**config.mk**
```make
export PLATFORM = sky130hd
export DESIGN_NAME = uart_frame_parser_flat
export DESIGN_NICKNAME = d
export VERILOG_FILES = /design/src/rtl/uart_pkg.sv /design/src/rtl/uart_frame_parser_if.sv /design/src/rtl/uart_frame_parser_frame_buf.sv /design/src/rtl/uart_frame_parser.sv /design/src/flat_wrapper.sv
export SDC_FILE = /design/constraint.sdc
export NUM_CORES = 1
export LEC_CHECK = 0
export CAP_MARGIN = 20
export CORE_ASPECT_RATIO = 0.7
export CORE_MARGIN = 2
export CORE_UTILIZATION = 50
export CTS_BUF_LIST = sky130_fd_sc_hd__clkbuf_4 sky130_fd_sc_hd__clkbuf_8
export DETAILED_ROUTE_END_ITERATION = 16
export PLACE_DENSITY_LB_ADDON = 0.3
export SYNTH_ARGS = -nofsm -noshare
export SYNTH_HDL_FRONTEND = slang
export SYNTH_HIERARCHICAL = 1
export SYNTH_SLANG_ARGS = --single-unit
```
**constraint.sdc**
```tcl
create_clock -name clk -period 3.1 [get_ports clk]
set_clock_uncertainty 0.2 [all_clocks]
set_input_delay 0.465 -clock clk [delete_from_list [all_inputs] [get_ports clk]]
set_output_delay 0.465 -clock clk [all_outputs]
set_load 0.01 [all_outputs]
```
**src/rtl/uart_pkg.sv**
```systemverilog
`default_nettype none
// ============================================================================
//  Module      : uart_pkg
//  Description : Shared definitions for the UART frame parser: FSM state
//                encoding, error codes, default sync marker and a pointer
//                width helper.
//  Revision    : 1.0 - initial release
// ============================================================================
package uart_pkg;

    typedef enum logic [2:0] {
        ST_HUNT    = 3'd0,
        ST_LEN     = 3'd1,
        ST_PAYLOAD = 3'd2,
        ST_CHK     = 3'd3,
        ST_DRAIN   = 3'd4
    } state_t;

    localparam logic [2:0] c_err_none    = 3'd0;
    localparam logic [2:0] c_err_bad_len = 3'd1;
    localparam logic [2:0] c_err_bad_chk = 3'd2;
    localparam logic [2:0] c_err_timeout = 3'd3;
    localparam logic [2:0] c_err_overrun = 3'd4;

    localparam logic [7:0] c_sync_byte_default = 8'hA5;

    // Width of a counter/pointer addressing 0..depth-1, never below one bit.
    function automatic int ptr_width(input int depth);
        return (depth > 1) ? $clog2(depth) : 1;
    endfunction

endpackage
`default_nettype wire

```
**src/rtl/uart_frame_parser_if.sv**
```systemverilog
`default_nettype none
// ============================================================================
//  Module      : uart_frame_parser_if
//  Description : Byte-stream bundle around the frame parser.
//                Ports: din/din_valid (receiver bytes in), dout/dout_valid/
//                dout_ready/dout_last (validated payload out), frame_ok,
//                frame_err, err_code (status).
//                master = parser side, slave = environment side.
//  Revision    : 1.0 - initial release
// ============================================================================
interface uart_frame_parser_if;
    logic [7:0] din;
    logic       din_valid;
    logic [7:0] dout;
    logic       dout_valid;
    logic       dout_ready;
    logic       dout_last;
    logic       frame_ok;
    logic       frame_err;
    logic [2:0] err_code;

    modport master (
        input  din, din_valid, dout_ready,
        output dout, dout_valid, dout_last, frame_ok, frame_err, err_code
    );

    modport slave (
        output din, din_valid, dout_ready,
        input  dout, dout_valid, dout_last, frame_ok, frame_err, err_code
    );
endinterface
`default_nettype wire

```
**src/rtl/uart_frame_parser_frame_buf.sv**
```systemverilog
`default_nettype none
// ============================================================================
//  Module      : frame_buf
//  Description : DEPTH x 8 payload store, one synchronous write port and one
//                asynchronous read port. Contents are not reset.
//                Ports: clk, i_wr_en, i_wr_addr, i_wr_data, i_rd_addr,
//                o_rd_data.
//  Revision    : 1.0 - initial release
// ============================================================================
module frame_buf
    import uart_pkg::*;
#(
    parameter int DEPTH = 16,
    parameter int PTR_W = ptr_width(DEPTH)
) (
    input  wire logic             clk,
    input  wire logic             i_wr_en,
    input  wire logic [PTR_W-1:0] i_wr_addr,
    input  wire logic [7:0]       i_wr_data,
    input  wire logic [PTR_W-1:0] i_rd_addr,
    output logic      [7:0]       o_rd_data
);

    logic [7:0] r_mem [DEPTH];

    always_ff @(posedge clk) begin
        if (i_wr_en) begin
            r_mem[i_wr_addr] <= i_wr_data;
        end
    end

    assign o_rd_data = r_mem[i_rd_addr];

endmodule
`default_nettype wire

```
**src/rtl/uart_frame_parser.sv**
```systemverilog
`default_nettype none
// ============================================================================
//  Module      : uart_frame_parser
//  Description : Frames the UART receiver byte stream as SYNC, LEN, payload,
//                CHK; buffers and checksums the payload and drains a
//                validated frame on a valid/ready byte stream. Bad length,
//                bad checksum, inter-byte timeout and overrun during drain
//                are reported on frame_err/err_code.
//                Ports: clk, rst (async, active high), bus (master modport).
//  Revision    : 1.0 - initial release
// ============================================================================
module uart_frame_parser
    import uart_pkg::*;
#(
    parameter int         MAX_LEN      = 16,
    parameter logic [7:0] SYNC_BYTE    = c_sync_byte_default,
    parameter int         TIMEOUT_CLKS = 20_000
) (
    input  wire logic            clk,
    input  wire logic            rst,
    uart_frame_parser_if.master  bus
);

    localparam int             PTR_W       = ptr_width(MAX_LEN);
    localparam int             TIMER_W     = ptr_width(TIMEOUT_CLKS);
    localparam logic [7:0]     c_max_len   = 8'(MAX_LEN);
    localparam logic [TIMER_W-1:0] c_timer_last = TIMER_W'(TIMEOUT_CLKS - 1);

    state_t               r_state,     w_state_nxt;
    logic [7:0]           r_len,       w_len_nxt;
    logic [7:0]           r_sum,       w_sum_nxt;
    logic [PTR_W-1:0]     r_wr_ptr,    w_wr_ptr_nxt;
    logic [PTR_W-1:0]     r_rd_ptr,    w_rd_ptr_nxt;
    logic [TIMER_W-1:0]   r_timer,     w_timer_nxt;
    logic                 r_frame_ok,  w_frame_ok_nxt;
    logic                 r_frame_err, w_frame_err_nxt;
    logic [2:0]           r_err_code,  w_err_code_nxt;

    logic                 w_buf_we;
    logic [7:0]           w_rd_data;
    logic                 w_timeout;
    logic                 w_draining;
    logic                 w_rd_last;

    frame_buf #(
        .DEPTH (MAX_LEN),
        .PTR_W (PTR_W)
    ) u_frame_buf (
        .clk       (clk),
        .i_wr_en   (w_buf_we),
        .i_wr_addr (r_wr_ptr),
        .i_wr_data (bus.din),
        .i_rd_addr (r_rd_ptr),
        .o_rd_data (w_rd_data)
    );

    assign w_timeout  = (r_timer == c_timer_last);
    assign w_draining = (r_state == ST_DRAIN);
    assign w_rd_last  = (8'(r_rd_ptr) == (r_len - 8'd1));

    // Drain outputs are combinational from the read pointer so the first
    // byte is already presented in the cycle frame_ok pulses.
    assign bus.dout_valid = w_draining;
    assign bus.dout       = w_draining ? w_rd_data : 8'h00;
    assign bus.dout_last  = w_draining && w_rd_last;
    assign bus.frame_ok   = r_frame_ok;
    assign bus.frame_err  = r_frame_err;
    assign bus.err_code   = r_err_code;

    always_ff @(posedge clk or posedge rst) begin
        if (rst) begin
            r_state     <= ST_HUNT;
            r_len       <= 8'h00;
            r_sum       <= 8'h00;
            r_wr_ptr    <= '0;
            r_rd_ptr    <= '0;
            r_timer     <= '0;
            r_frame_ok  <= 1'b0;
            r_frame_err <= 1'b0;
            r_err_code  <= c_err_none;
        end else begin
            r_state     <= w_state_nxt;
            r_len       <= w_len_nxt;
            r_sum       <= w_sum_nxt;
            r_wr_ptr    <= w_wr_ptr_nxt;
            r_rd_ptr    <= w_rd_ptr_nxt;
            r_timer     <= w_timer_nxt;
            r_frame_ok  <= w_frame_ok_nxt;
            r_frame_err <= w_frame_err_nxt;
            r_err_code  <= w_err_code_nxt;
        end
    end

    always_comb begin
        w_state_nxt     = r_state;
        w_len_nxt       = r_len;
        w_sum_nxt       = r_sum;
        w_wr_ptr_nxt    = r_wr_ptr;
        w_rd_ptr_nxt    = r_rd_ptr;
        w_timer_nxt     = r_timer;
        w_frame_ok_nxt  = 1'b0;
        w_frame_err_nxt = 1'b0;
        w_err_code_nxt  = r_err_code;
        w_buf_we        = 1'b0;

        case (r_state)
            ST_HUNT: begin
                if (bus.din_valid && (bus.din == SYNC_BYTE)) begin
                    w_state_nxt = ST_LEN;
                    w_timer_nxt = '0;
                end
            end

            ST_LEN: begin
                // A byte arriving in the terminal timer cycle takes priority
                // over the timeout in every in-frame state.
                if (bus.din_valid) begin
                    w_timer_nxt = '0;
                    if ((bus.din == 8'h00) || (bus.din > c_max_len)) begin
                        w_frame_err_nxt = 1'b1;
                        w_err_code_nxt  = c_err_bad_len;
                        w_state_nxt     = ST_HUNT;
                    end else begin
                        w_len_nxt    = bus.din;
                        w_sum_nxt    = bus.din;
                        w_wr_ptr_nxt = '0;
                        w_state_nxt  = ST_PAYLOAD;
                    end
                end else if (w_timeout) begin
                    w_frame_err_nxt = 1'b1;
                    w_err_code_nxt  = c_err_timeout;
                    w_state_nxt     = ST_HUNT;
                end else begin
                    w_timer_nxt = r_timer + TIMER_W'(1);
                end
            end

            ST_PAYLOAD: begin
                if (bus.din_valid) begin
                    w_timer_nxt = '0;
                    w_buf_we    = 1'b1;
                    w_sum_nxt   = r_sum + bus.din;
                    // Pointer is not advanced past the last slot so it never
                    // wraps when L == MAX_LEN is a power of two.
                    if (8'(r_wr_ptr) == (r_len - 8'd1)) begin
                        w_state_nxt = ST_CHK;
                    end else begin
                        w_wr_ptr_nxt = r_wr_ptr + PTR_W'(1);
                    end
                end else if (w_timeout) begin
                    w_frame_err_nxt = 1'b1;
                    w_err_code_nxt  = c_err_timeout;
                    w_state_nxt     = ST_HUNT;
                end else begin
                    w_timer_nxt = r_timer + TIMER_W'(1);
                end
            end

            ST_CHK: begin
                if (bus.din_valid) begin
                    w_timer_nxt = '0;
                    if (bus.din == r_sum) begin
                        w_frame_ok_nxt = 1'b1;
                        w_rd_ptr_nxt   = '0;
                        w_state_nxt    = ST_DRAIN;
                    end else begin
                        w_frame_err_nxt = 1'b1;
                        w_err_code_nxt  = c_err_bad_chk;
                        w_state_nxt     = ST_HUNT;
                    end
                end else if (w_timeout) begin
                    w_frame_err_nxt = 1'b1;
                    w_err_code_nxt  = c_err_timeout;
                    w_state_nxt     = ST_HUNT;
                end else begin
                    w_timer_nxt = r_timer + TIMER_W'(1);
                end
            end

            ST_DRAIN: begin
                // Incoming bytes cannot be buffered while draining; they are
                // dropped and flagged, the drain itself is unaffected.
                if (bus.din_valid) begin
                    w_frame_err_nxt = 1'b1;
                    w_err_code_nxt  = c_err_overrun;
                end
                if (bus.dout_ready) begin
                    if (w_rd_last) begin
                        w_state_nxt = ST_HUNT;
                    end else begin
                        w_rd_ptr_nxt = r_rd_ptr + PTR_W'(1);
                    end
                end
            end

            default: begin
                w_state_nxt = ST_HUNT;
            end
        endcase
    end

endmodule
`default_nettype wire

```
**src/flat_wrapper.sv**
```systemverilog
// flat-port wrapper written by rule: the top's interface ports become plain ports
module uart_frame_parser_flat import uart_pkg::*;
#(
    parameter int         MAX_LEN      = 16,
    parameter logic [7:0] SYNC_BYTE    = c_sync_byte_default,
    parameter int         TIMEOUT_CLKS = 20_000
)
  (clk, rst, bus_din, bus_din_valid, bus_dout_ready, bus_dout, bus_dout_valid, bus_dout_last, bus_frame_ok, bus_frame_err, bus_err_code);
  uart_frame_parser_if bus_i ();
  input  wire logic clk;
  input  wire logic rst;
  input wire logic [$bits(bus_i.din)-1:0] bus_din;
  input wire logic [$bits(bus_i.din_valid)-1:0] bus_din_valid;
  input wire logic [$bits(bus_i.dout_ready)-1:0] bus_dout_ready;
  output wire logic [$bits(bus_i.dout)-1:0] bus_dout;
  output wire logic [$bits(bus_i.dout_valid)-1:0] bus_dout_valid;
  output wire logic [$bits(bus_i.dout_last)-1:0] bus_dout_last;
  output wire logic [$bits(bus_i.frame_ok)-1:0] bus_frame_ok;
  output wire logic [$bits(bus_i.frame_err)-1:0] bus_frame_err;
  output wire logic [$bits(bus_i.err_code)-1:0] bus_err_code;
  assign bus_i.din = bus_din;
  assign bus_i.din_valid = bus_din_valid;
  assign bus_i.dout_ready = bus_dout_ready;
  assign bus_dout = bus_i.dout;
  assign bus_dout_valid = bus_i.dout_valid;
  assign bus_dout_last = bus_i.dout_last;
  assign bus_frame_ok = bus_i.frame_ok;
  assign bus_frame_err = bus_i.frame_err;
  assign bus_err_code = bus_i.err_code;
  uart_frame_parser #(.MAX_LEN(MAX_LEN), .SYNC_BYTE(SYNC_BYTE), .TIMEOUT_CLKS(TIMEOUT_CLKS)) u_core (.clk(clk), .rst(rst), .bus(bus_i));
endmodule
```
Word-level counts from Yosys, hierarchy flattened --
Memory sizes are Yosys's and may differ from the RTL's. Index checks and enable logic that the tools add are counted.
Word-level totals: register bits after elaboration 47, bits in latches 0, memory bits (writable) 128, bits in read-only memories 0, bits of input ports 12, output and inout port bits 15, logic and storage cells 111, memories kept 1
Memory list:
- u_core.u_frame_buf.r_mem | words 16, bits a word 8, read ports 1, clocked after Yosys merged registers in 0, wr ports 1, RTL line uart_frame_parser_frame_buf.sv:24 | logic [7:0] r_mem [DEPTH];
Operators by class: add/subtract/negate cells 5, multiply operators 0, div/mod/pow operators 0, magnitude comparators 1, equal/unequal tests 25, shifts and indexed selects 0, muxes and demuxes 52, bitwise logic cells 1, reductions and logical operators 17
Operator list (count):
- $mux 3 | 16
- $mux 15 | 3
- $mux 4 | 8
- $mux 8 | 4
- $pmux 15 s2 | 1
- $ne 2x2->1 const B | 10
- $eq 4x8->1 | 2
- $pmux 4 s2 | 2
- $pmux 8 s2 | 1
- $add 15x1->15 const B | 1
- $eq 15x15->1 const B | 1
- $pmux 3 s5 | 1
- $reduce_and 5->1 | 3
- $mux 1 | 13
- $pmux 3 s4 | 1
- $add 4x1->4 const B | 2
- $add 8x8->8 | 1
- $eq 8x8->1 | 1
- $eq 8x8->1 const B | 1
- $gt 8x5->1 const B | 1
- $logic_not 8->1 | 1
- $reduce_and 4->1 | 2
- $sub 8x1->8 const B | 1
- $eq 3x2->1 const B | 2
- 15 further kinds | 22

Depth between registers and ports, before layout --
word-level depth 5, gate-level depth with buffers 8, gate-level depth less buffers 8

Cells and area by module --
Netlist, hierarchy kept.
Modules (own cells, without submodules):
- frame_buf | instances 1, cells an instance 221, area an instance 4987.3 um^2, sequential area each 3843.7 um^2
- uart_frame_parser | instances 1, cells an instance 344, area an instance 3113.0 um^2, sequential area each 1176.1 um^2

Worst setup path after synthesis --
OpenSTA, ideal clock, no wires.
path type input-to-reg, start input port bus_din_valid, end memory u_core.u_frame_buf.r_mem[0][0] (enable), library setup time 383 ps, arrival time 2228 ps, required time 2517 ps, path slack 288 ps, stages on the path 6, buffers on the path 2, cell sequence buf_2 nand4bb_1 clkbuf_1 inv_1 or3b_2 nor3_1
Between the ends: longest elaborated chain between the ends 4
RTL lines:
- start: declaration | RTL line flat_wrapper.sv:13 | input wire logic [$bits(bus_i.din_valid)-1:0] bus_din_valid;
- $mux 1 | RTL line uart_frame_parser.sv:139 | if (bus.din_valid) begin
- $mux 1 | RTL line uart_frame_parser.sv:106 | case (r_state)
- net u_core.w_buf_we | RTL line uart_frame_parser.sv:39 | logic w_buf_we;
- $mux 1 | RTL line uart_frame_parser_frame_buf.sv:27 | if (i_wr_en) begin
- $mux 1 (not written as such) | RTL line uart_frame_parser_frame_buf.sv:28 | r_mem[i_wr_addr] <= i_wr_data;
- end: declaration | RTL line uart_frame_parser_frame_buf.sv:24
The timed path passes the listed nets, and every way through them passes these cells.

Worst setup path in the final report --
start register u_core.r_rd_ptr[0], end output port bus_dout[0]
Between the ends: longest elaborated chain between the ends 2
RTL lines:
- start: declaration | RTL line uart_frame_parser.sv:33 | logic [PTR_W-1:0] r_rd_ptr, w_rd_ptr_nxt;
- start signal: assignment | RTL line uart_frame_parser.sv:86 | r_rd_ptr <= w_rd_ptr_nxt;
- $mem_v2 16x8
- net u_core.w_rd_data[0] | RTL line uart_frame_parser.sv:40 | logic [7:0] w_rd_data;
- $mux 8 | RTL line uart_frame_parser.sv:64 | assign bus.dout = w_draining ? w_rd_data : 8'h00;
- end: declaration | RTL line flat_wrapper.sv:15 | output wire logic [$bits(bus_i.dout)-1:0] bus_dout;
The timed path passes the listed nets, and every way through them passes these cells.

==> results.md <==
* Clock slew at reported path FFs at approximately 0.10 ns
* Root Buffer: clkbuf_8
* Cell Area, Synth at between 8000 and 9000 um2
* CP Cell Sequence: buf_12, buf_12, buf_16, mux4_2, a22oi_2, nand2_1, and2_1, buf_2
* Sw Ratio at between 30 and 40%
* Syn-to-layout area delta at 17.4%
* Post-synthesis register bit count at between 150 and 200
* Number of synthesized flops with an enable pin at 128
* Vias per inst at just over 6
* Ranking of synthesized cells by area: edfxtp_1 (47%), dfrtp_1 (15%), mux4_2 (5.0%), mux4_1 (4.5%), o21ai_0 (2.4%)
* Total track usage at 23.0%
* Antenna Cells at 0
* Area leader, netlist: edfxtp_1
* Clock Latency Late Sink at 0.45 ns
* Commonest cells post-synth: edfxtp_1 (128), dfrtp_1 (47), o21ai_0 (39)
* Final Max Tran Viols at 0
* Synth Net Count at roughly 600
* Clock share of power at roughly 30%
* Fin crit period at ~3 ns
* Final Net Count at between 600 and 700
* RSZ-0062 raised after global routing: true
* P_sw at between 1.5 and 2 mW
* Num CTS Buffers at 17
* Post-DP HPWL at 12.2 mm
* Core area at about 16000 um2
* Peak supply drop at approximately 370 uV
* Die Area at between 15000 and 20000 um2
* Global-route wire length before repair at between 20 and 30 mm
* Asr flop ratio synth at a little over a quarter
* Worst Path Arrival at about 2.4 ns
* Rel. slew slack at around half
* Fin Setup TNS at 0 ns
* CP max-delay cell: mux4_2
* WL per Instance at roughly 22 um
* Dominant synthesized flop cell: edfxtp_1
* Flop-to-flop setup slack at approximately 0.60 ns
* Core Util, Final at roughly three fifths
* Reg power frac at roughly half
* Final worst-path cycle share at between 90% and 100%
* CTS tree: built
* CTS H-Tree Depth at 4
* CP top delay family: buffers and inverters
* Pin count of the biggest net entering global routing at 30
* Least-Margin Pin Slew at about 0.75 ns
* Combinational share of power at between 20% and 30%
* Total power at between 5 and 6 mW
* Share of cells above drive strength 1 at roughly a quarter
* Post-synth cell types at 66
* Drt total wl at roughly 19 mm
* Pwr dens at 594 nW/um2
* Req. time, crit path at between 2 and 2.5 ns
* Die W at between 150 and 200 um
* Maximum fanout along the worst path at 6
* Critical Path Sink Type: output pin
* Pint at 3.93 mW
* Yosys warns at 6
* Mapped Avg Cell Area at 14.3 um2
* CP Launch Type: register
* Ports at 27
* Final setup vio count at 0
* GRT Residual Overflow at 0
* Status: complete, no violations
* Count leader, synth: edfxtp_1
* Clk buf depth at 2
* Max Cap Violations at 0
* IO Port Bufs at 26
* HP Class: input pin to asynchronous set/reset pin
* Antenna viol nets, final at 0
* Most used cell, CP: buf_12
* Hold Vio Cnt, Final at 0
* Worst path max stage delay at 0.50 ns
* Critical path class: register to output pin
* Cell leakage power at approximately 3.5 nW
* # DRC at 0
* Die H at between 100 and 150 um
* Initial antenna violation count at 0
* Num rows at 38
* Starting Density at 51.6%
* Vias in the first global route at ~5000
* CP bufs+invs at 4
* Sequential share of the synthesized area at about three fifths
* Post-Synthesis Cells at roughly 570
* Starting DRT DRC Count at 724
* Drt pass-1 iters at 5
* Placer Congestion at roughly 0.84
* Yosys top cell area share at a little under half
* Max Fclk at 330 MHz
* Vias at around 5300
* Clock sink total at ~180
* Number of hold buffers added after cts at 0
[routing by layer]
metal | vias to the layer above | wire [um] | part of all wire, % | GRT usage [%]
met4 | 0 | 259 | 1.4 | 7.03
li1 | 2367 | - | - | -
met1 | 2628 | 8570 | 46 | 34.7
met5 | - | 0 | 0 | 0
met2 | 235 | 8540 | 46 | 33.2
met3 | 21 | 1360 | 7.3 | 5.61
[layout make-up]
class / count / area, um2
Fill cell: 1211 / 6180
Sequential cell: 175 / 5020
Multi-Input combinational cell: 343 / 2890
Timing Repair Buffer: 94 / 851
Tap cell: 200 / 250
Clock buffer: 17 / 234
Clock inverter: 15 / 186
Inverter: 20 / 75.1
[flip-flops by register name (all words and copies together), names as in the netlist]
signal and count:
u_core/r_sum 8, u_core/r_len 8, u_core/u_frame_buf/r_mem 128, u_core/r_rd_ptr 4
u_core/bus.err_code 3, u_core/r_timer 15, u_core/r_state 3, u_core/bus.frame_ok 1
u_core/bus.frame_err 1, u_core/r_wr_ptr 4
[power by group through the flow]
| stage | Combinational (mW) | Sequential, mW | Clock, mW |
|---|---|---|---|
| final | 1.18 | 2.80 | 1.66 |
| after global routing | 1.30 | 2.82 | 1.80 |
| after CTS | 1.16 | 2.79 | 1.69 |
| after detailed placement | 1.13 | 2.85 | 0 |
| after global placement | 1.09 | 2.84 | 0 |
| after floorplan | 0.814 | 2.79 | 0 |
[worst register-to-register path, stage by stage (launching register included)]
cell	delay [ns]
dfrtp_1	0.39
ha_1	0.29
or4_1	0.60
nor4_4	0.27
buf_4	0.20
a221oi_1	0.09
a21boi_0	0.18
o21ai_0	0.20
[final timing paths]
check | from | end | depth (start not counted)
max in group asynchronous | rst | u_core/r_rd_ptr[0]$_DFFE_PP0P_ | 3
setup reg to reg | u_core/r_sum[5]$_DFFE_PP0P_ | u_core/bus.err_code[2]$_DFFE_PP0P_ | 7
hold reg to reg | u_core/r_sum[3]$_DFFE_PP0P_ | u_core/r_sum[3]$_DFFE_PP0P_ | 2
hold / removal | rst | u_core/r_timer[13]$_DFFE_PP0P_ | 3
min in group clk | u_core/r_sum[3]$_DFFE_PP0P_ | u_core/r_sum[3]$_DFFE_PP0P_ | 2
setup / recovery | u_core/r_rd_ptr[0]$_DFFE_PP0P_ | bus_dout[0] | 8
[per-stage QoR]
| stage | cells | hold WS [ns] | setup WS, ns | area [um2] |
|---|---|---|---|---|
| global placement | 816 | 0.269 | 0.0622 | 8870 |
| finish | 864 | 0.174 | 0.0691 | 9510 |
| CTS | 860 | 0.150 | 0.00193 | 9490 |
| global route | 864 | 0.185 | -0.0511 | 9510 |
| detailed placement | 816 | 0.278 | 0.0133 | 8870 |
| floorplan | 565 | 0.253 | 0.288 | 8100 |
[timing repair]
action | 4_1_cts | 5_1_grt
endpoints found under the setup margin | 9 | 8
pin swaps | 14 | 12
resized for setup | 58 | 9
cloned | 3 | 0
setup buffers | 9 | 6
[cell usage in the layout (no fill, tap or decap), types with 14 or more instances in the layout]
master,synthesis,routed
inv_1,20,19
nor3_1,15,14
mux4_2,18,29
o21ai_0,39,39
dfrtp_1,47,45
edfxtp_1,128,128
clkdlybuf4s50_1,0,17
nor2_1,22,22
and2_1,14,14
clkbuf_8,0,17
buf_4,1,59
nand3_1,15,15
a22oi_2,0,14
nand2_1,36,36
[logic make-up after synthesis]
group	Yosys count	share of synthesized area, %
buffers and inverters	47	2.92
flip-flops	175	62.0
multiplexers	46	11.4
XOR/XNOR	15	1.96
adder cells (fa/ha/maj)	12	1.95
AND/OR/NAND/NOR	158	10.7
AO/OA/AOI/OAI	112	9.05
No activity file was read; power rests on OpenSTA's default activity.
